--- config.mk ---
export PLATFORM = sky130hd
export DESIGN_NAME = ps2_host_tx
export DESIGN_NICKNAME = d
export VERILOG_FILES = /design/src/rtl/ps2_host_tx.sv
export SDC_FILE = /design/constraint.sdc
export NUM_CORES = 1
export LEC_CHECK = 0
export BUFFER_PORTS_ARGS = -buffer_cell sky130_fd_sc_hd__buf_2
export CAP_MARGIN = 15
export CORE_MARGIN = 2
export CORE_UTILIZATION = 25
export DETAILED_ROUTE_END_ITERATION = 8
export GPL_TIMING_DRIVEN = 0
export SYNTH_ARGS = -nofsm -noshare
export SYNTH_HDL_FRONTEND = slang
export SYNTH_SLANG_ARGS = --single-unit
--- constraint.sdc ---
create_clock -name clock -period 6.2 [get_ports clock]
set_input_delay 0.31 -clock clock [delete_from_list [all_inputs] [get_ports clock]]
set_output_delay 0.31 -clock clock [all_outputs]
set_load 0.1 [all_outputs]
--- src/rtl/ps2_host_tx.sv ---
// ps2_host_tx: host-to-device PS/2 command byte transmitter.
// Drives PS2 clock/data open-drain via *_drive_low; optional PS2_TX_TIMEOUT_EN.
//
// Ports:
//   clock, resetn          system clock, async active-low reset
//   tx_data, tx_start      byte to send and 1-cycle request
//   tx_busy                transfer in progress
//   tx_done, tx_err        1-cycle result pulses
//   ps2c_in, ps2d_in       raw PS2 clock/data pin levels
//   ps2c_drive_low         1 = pull PS2 clock low
//   ps2d_drive_low         1 = pull PS2 data low
//
// Macro PS2_TX_TIMEOUT_EN: when defined, SEND/ACK/RELEASE abort
// after TIMEOUT_CYCLES clocks counted from clock release.

module ps2_host_tx #(
  parameter int INHIBIT_CYCLES = 5000,
  parameter int SETUP_CYCLES   = 50,
  parameter int FILTER_LEN     = 8,
  parameter int TIMEOUT_CYCLES = 1000000
) (
  input  logic       clock,
  input  logic       resetn,
  input  logic [7:0] tx_data,
  input  logic       tx_start,
  output logic       tx_busy,
  output logic       tx_done,
  output logic       tx_err,
  input  logic       ps2c_in,
  input  logic       ps2d_in,
  output logic       ps2c_drive_low,
  output logic       ps2d_drive_low
);

  localparam logic [2:0] S_IDLE    = 3'd0;
  localparam logic [2:0] S_INHIBIT = 3'd1;
  localparam logic [2:0] S_REQ     = 3'd2;
  localparam logic [2:0] S_SEND    = 3'd3;
  localparam logic [2:0] S_ACK     = 3'd4;
  localparam logic [2:0] S_RELEASE = 3'd5;

  localparam int M1 =
    (INHIBIT_CYCLES > SETUP_CYCLES) ?
    INHIBIT_CYCLES : SETUP_CYCLES;
  localparam int MAXC =
    (M1 > TIMEOUT_CYCLES) ? M1 : TIMEOUT_CYCLES;
  localparam int TW = $clog2(MAXC + 1);
  localparam int FW = $clog2(FILTER_LEN + 1);

  logic          c_meta, c_sync;
  logic          d_meta, d_sync;
  logic          c_filt, d_filt;
  logic [FW-1:0] c_cnt, d_cnt;
  logic          c_prev;
  logic          fall;

  logic [2:0]    state;
  logic [TW-1:0] tmr;
  logic [3:0]    n;
  logic [7:0]    data_q;
  logic          par_q;
  logic          ack_q;
  logic          nbit;
  logic          to_hit;

  // Synchronisers idle high, matching released lines
  always_ff @(posedge clock or negedge resetn) begin
    if (!resetn) begin
      c_meta <= 1'b1;
      c_sync <= 1'b1;
      d_meta <= 1'b1;
      d_sync <= 1'b1;
    end else begin
      c_meta <= ps2c_in;
      c_sync <= c_meta;
      d_meta <= ps2d_in;
      d_sync <= d_meta;
    end
  end

  // Filtered level flips on the FILTER_LEN-th
  // consecutive differing sample
  always_ff @(posedge clock or negedge resetn) begin
    if (!resetn) begin
      c_filt <= 1'b1;
      c_cnt  <= '0;
    end else if (c_sync == c_filt) begin
      c_cnt  <= '0;
    end else if (c_cnt == FW'(FILTER_LEN - 1)) begin
      c_filt <= c_sync;
      c_cnt  <= '0;
    end else begin
      c_cnt  <= c_cnt + FW'(1);
    end
  end

  always_ff @(posedge clock or negedge resetn) begin
    if (!resetn) begin
      d_filt <= 1'b1;
      d_cnt  <= '0;
    end else if (d_sync == d_filt) begin
      d_cnt  <= '0;
    end else if (d_cnt == FW'(FILTER_LEN - 1)) begin
      d_filt <= d_sync;
      d_cnt  <= '0;
    end else begin
      d_cnt  <= d_cnt + FW'(1);
    end
  end

  always_ff @(posedge clock or negedge resetn) begin
    if (!resetn) c_prev <= 1'b1;
    else         c_prev <= c_filt;
  end

  assign fall = c_prev & ~c_filt;

  // Frame bit n: data LSB first, parity, stop
  always_comb begin
    nbit = 1'b1;
    if (n < 4'd8)
      nbit = data_q[n[2:0]];
    else if (n == 4'd8)
      nbit = par_q;
  end

`ifdef PS2_TX_TIMEOUT_EN
  assign to_hit = (tmr == TW'(TIMEOUT_CYCLES - 1));
`else
  assign to_hit = 1'b0;
`endif

  always_ff @(posedge clock or negedge resetn) begin
    if (!resetn) begin
      state          <= S_IDLE;
      tmr            <= '0;
      n              <= '0;
      data_q         <= '0;
      par_q          <= 1'b0;
      ack_q          <= 1'b0;
      tx_busy        <= 1'b0;
      tx_done        <= 1'b0;
      tx_err         <= 1'b0;
      ps2c_drive_low <= 1'b0;
      ps2d_drive_low <= 1'b0;
    end else begin
      tx_done <= 1'b0;
      tx_err  <= 1'b0;
      // busy covers the result pulse cycle, then drops
      if (tx_done || tx_err)
        tx_busy <= 1'b0;

      unique case (state)
        S_IDLE: begin
          ps2c_drive_low <= 1'b0;
          ps2d_drive_low <= 1'b0;
          if (tx_start && !tx_busy) begin
            data_q         <= tx_data;
            par_q          <= ~^tx_data;
            tx_busy        <= 1'b1;
            ps2c_drive_low <= 1'b1;
            tmr            <= '0;
            state          <= S_INHIBIT;
          end
        end

        S_INHIBIT: begin
          if (tmr == TW'(INHIBIT_CYCLES - 1)) begin
            tmr            <= '0;
            ps2d_drive_low <= 1'b1;
            state          <= S_REQ;
          end else begin
            tmr <= tmr + TW'(1);
          end
        end

        S_REQ: begin
          if (tmr == TW'(SETUP_CYCLES - 1)) begin
            tmr            <= '0;
            n              <= '0;
            ps2c_drive_low <= 1'b0;
            state          <= S_SEND;
          end else begin
            tmr <= tmr + TW'(1);
          end
        end

        S_SEND, S_ACK, S_RELEASE: begin
          if (to_hit) begin
            ps2c_drive_low <= 1'b0;
            ps2d_drive_low <= 1'b0;
            tx_err         <= 1'b1;
            state          <= S_IDLE;
          end else begin
`ifdef PS2_TX_TIMEOUT_EN
            tmr <= tmr + TW'(1);
`endif
            if (state == S_SEND) begin
              if (fall) begin
                // 11th fall: stop already out,
                // device ack is on data now
                if (n == 4'd10) begin
                  ack_q <= ~d_filt;
                  state <= S_ACK;
                end else begin
                  ps2d_drive_low <= ~nbit;
                  n <= n + 4'd1;
                end
              end
            end else if (state == S_ACK) begin
              if (ack_q) begin
                state <= S_RELEASE;
              end else begin
                tx_err <= 1'b1;
                state  <= S_IDLE;
              end
            end else begin
              if (c_filt && d_filt) begin
                tx_done <= 1'b1;
                state   <= S_IDLE;
              end
            end
          end
        end

        default: begin
          ps2c_drive_low <= 1'b0;
          ps2d_drive_low <= 1'b0;
          state          <= S_IDLE;
        end
      endcase
    end
  end

endmodule

==> run_results.csv <==
group,metric,value,unit
synth,synthCells,311,
critical_path,cpLargestDelayFamily,"simple AND/OR/NAND/NOR gates",
route,drt_iter0_drc,80,
clock_tree,cts.clk_slew.worst_paths,0.05,ns
sta,period_needed,2.40,ns
sta,fin_setup_tns,0,ns
global_route,grt_overflow,0,
synth,synth-edff-count,0,
clock_tree,insertion_delay,0.32,ns
sta,drv_slew,0,
critical_path,r2r-start,"tmr[0]",
critical_path,slowest_delay,0.44,ns
clock_tree,cts_tree,"built",
route,dr.pass1.iters,4,
route,wire_per_inst,12.5,microns
finish,fillers,1261,
die,initial_core_util,25.3,%
power,ir_drop,0.145,mV
critical_path,cp_max_fo,10,
sta,hold_viol,0,
route,via_per_inst,4.81,
die,coreArea,0.0119,sq mm
power,p_per_area,274,mW/mm^2
route,wl,6140,microns
critical_path,path_buf_inv,1,
sta,fin_ws,3.80,ns
global_route,grt_pass1_vias,2278,
global_route,gr-usage-all-layers,10.6,%
sta,fin_crit_sh,38.7,%
synth,ys_seq_area_share,47.6,%
sta,setup_viol,0,
critical_path,cp-startpoint,"tmr[0]",
placement,place_inst,476,
critical_path,cp_slowest_cell,"dfrtp_1",
clock_tree,ctsResizeCount,0,
global_route,grt_max_degree,36,
synth,synthFlopType,"dfrtp_1",
finish,fin_cells,493,
synth,avgSynthCellArea,9.69,sq um
power,p_leak,1.55,nW
route,ant_nets,0,
synth,synth_top_cell_area_share,41.5,%
die,io-pin-count,18,
placement,pre_cts_ws,3.82,ns
sta,rsz0062_at_grt,"no",
sta,fmax,417,MHz
synth,ys_ff_latch,57,
power,finalPower,0.989,mW
worst_hold_path,min_from,"ps2d_in",
sta,finClkSkew,0.00631,ns
flow_run,drv_cap,0,
critical_path,worst_ep_arrival_time,2.59,ns
sta,worstMarginPinSlew,0.746,ns
synth,yosys-top-cells-area,"dfrtp_1 42%, dfstp_2 6.1%, nand2_1 5.2%",
clock_tree,cts_made_buffers,9,
critical_path,cp.required,6.39,ns
global_route,antenna_found_initial,0,
critical_path,crit_chain,"ha_1 -> or4b_1 -> nor4_1 -> a211oi_1 -> nor2_1 -> buf_2 -> o211ai_1",
finish,diodes,0,
clock_tree,clock_sinks,57,
die,fp.dieW,114,microns
sta,relSlewSlack,49.8,%
die,die_h,114,microns
finish,nNetsFinal,361,
placement,hpwl,4400,microns
synth,yosys_warnings,0,
clock_tree,root_buffer,"clkbuf_16",
synth,syn_nets,331,
placement,gp_congestion,0.796,
synth,synth_top_area_cell,"dfrtp_1",
critical_path,critical_path_class,"flop to flop",
placement,io_buffers,17,
die,rows,40,
status,outcome,"completed",
critical_path,critPathCaptureType,"flop",
finish,areaGrowthSynthToFinish,19.8,%
critical_path,critPathLaunchType,"flop",
clock_tree,clk_path_buf_depth,2,
finish,fin_util,30.3,%
global_route,grt_pass1_wl,10800,microns
route,vias,2373,
clock_tree,cts.htree.levels,3,
synth,synth_async_sr_flop_share,100,%
die,die_area,0.0129,sq mm
worst_hold_path,min_path_type,"input pin to flop",
route,drc,0,
synth,syn-cell-area,0.00301,sq mm
finish,drive_gt1_share,17.9,%
synth,synth.distinct_cells,50,
## worst reg2reg max path, cell delays in order, from the launching register on
cell and delay, ns:
dfrtp_1 0.44, ha_1 0.18, or4b_1 0.43, nor4_1 0.41, a211oi_1 0.21, nor2_1 0.20
buf_2 0.27, o211ai_1 0.13
## logic make-up after synthesis
group | synth area share, %
buffers and inverters | 3.45
multiplexers | 5.90
AO/OA/AOI/OAI | 13.1
flip-flops | 47.6
XOR/XNOR | 4.07
AND/OR/NAND/NOR | 22.9
adder cells (fa/ha/maj) | 2.91
## placed cells by master, fill, tap and decap left out, types with 2 or more instances in the layout
cell	instances
o211ai_1	11
mux2_2	10
clkinvlp_4	2
buf_2	21
mux2i_1	2
nor2b_1	9
nand2_1	42
inv_1	7
nand2b_1	3
nand3b_1	3
mux4_2	2
nor2_1	25
or3_1	4
and4_1	3
nor4_1	4
nand3_1	11
clkbuf_16	9
and3_1	4
clkinv_2	2
and2_1	7
a21boi_0	2
buf_6	2
xnor2_1	13
a22o_1	2
dfrtp_1	50
a21oi_1	10
o2bb2ai_1	2
nand4_1	7
o22ai_1	7
clkbuf_1	8
o31ai_1	2
nor3_1	11
o21ai_0	13
ha_1	7
dfstp_2	7
## registers in the layout, indices dropped and copies added, names as in the netlist, 3 cells and up
signal  cells
c_cnt       4
d_cnt       4
data_q      8
n           4
state       3
tmr        20
## layout make-up
cell class	instances	area [sq um]	share of cell area [%]
Timing Repair Buffer	19	115	3.19
Sequential cell	57	1440	39.8
Multi-Input combinational cell	232	1470	40.8
Clock buffer	11	243	6.72
Tap cell	147	184	5.10
Inverter	7	26.3	0.728
Buffer	15	77.6	2.15
Clock inverter	5	55.1	1.53
## worst paths after layout
check	to	slack, ns	cells past startpoint
setup / recovery	tmr[7]	3.80	7
hold / removal	d_meta	0.08	1
setup reg to reg	tmr[7]	3.80	7
hold reg to reg	c_sync	0.35	0
max in group asynchronous	c_prev	5.04	3
min in group asynchronous	tmr[10]	0.52	2
## routing by layer
| layer | global-route usage [%] | wire (microns) | up-vias |
|---|---|---|---|
| li1 | - | - | 1181 |
| met4 | 5.28 | 136 | 0 |
| met2 | 16.3 | 2800 | 42 |
| met5 | 0 | 0 | - |
| met1 | 13.7 | 2960 | 1136 |
| met3 | 2.87 | 240 | 14 |
## what timing repair did
item	in CTS	in global routing
buffers inserted	0	0
endpoints found under the hold margin	22	0
endpoints found under the setup margin	0	0
hold buffers	1	0
## where the power goes
| part | total [mW] | internal (mW) | switching (mW) | leakage, nW |
|---|---|---|---|---|
| sequential | 0.427 | 0.405 | 0.0220 | 0.720 |
| clock | 0.488 | 0.320 | 0.169 | 0.142 |
| combinational | 0.0740 | 0.0370 | 0.0371 | 0.685 |
| total | 0.989 | 0.762 | 0.228 | 1.55 |
## Yosys cell counts, drive strengths merged (4+ instances only)
cell type / instances
dfrtp: 50
nand2: 42
nor2: 25
o21ai: 14
xnor2: 13
nand3: 11
nor3: 11
o211ai: 11
a21oi: 10
mux2: 10
nor2b: 9
clkbuf: 8
and2: 7
buf: 7
dfstp: 7
ha: 7
inv: 7
nand4: 7
o22ai: 7
and3: 4
nor4: 4
or3: 4
## stage by stage
stage	hold WS (ns)	area [sq um]
4_1_cts	0.0672	3610
2_1_floorplan	0.0144	3010
3_3_place_gp	0.347	3280
6_report	0.0831	3610
3_5_place_dp	0.336	3300
5_1_grt	0.0738	3610
Note: power is estimated with default switching activity, not from simulation.
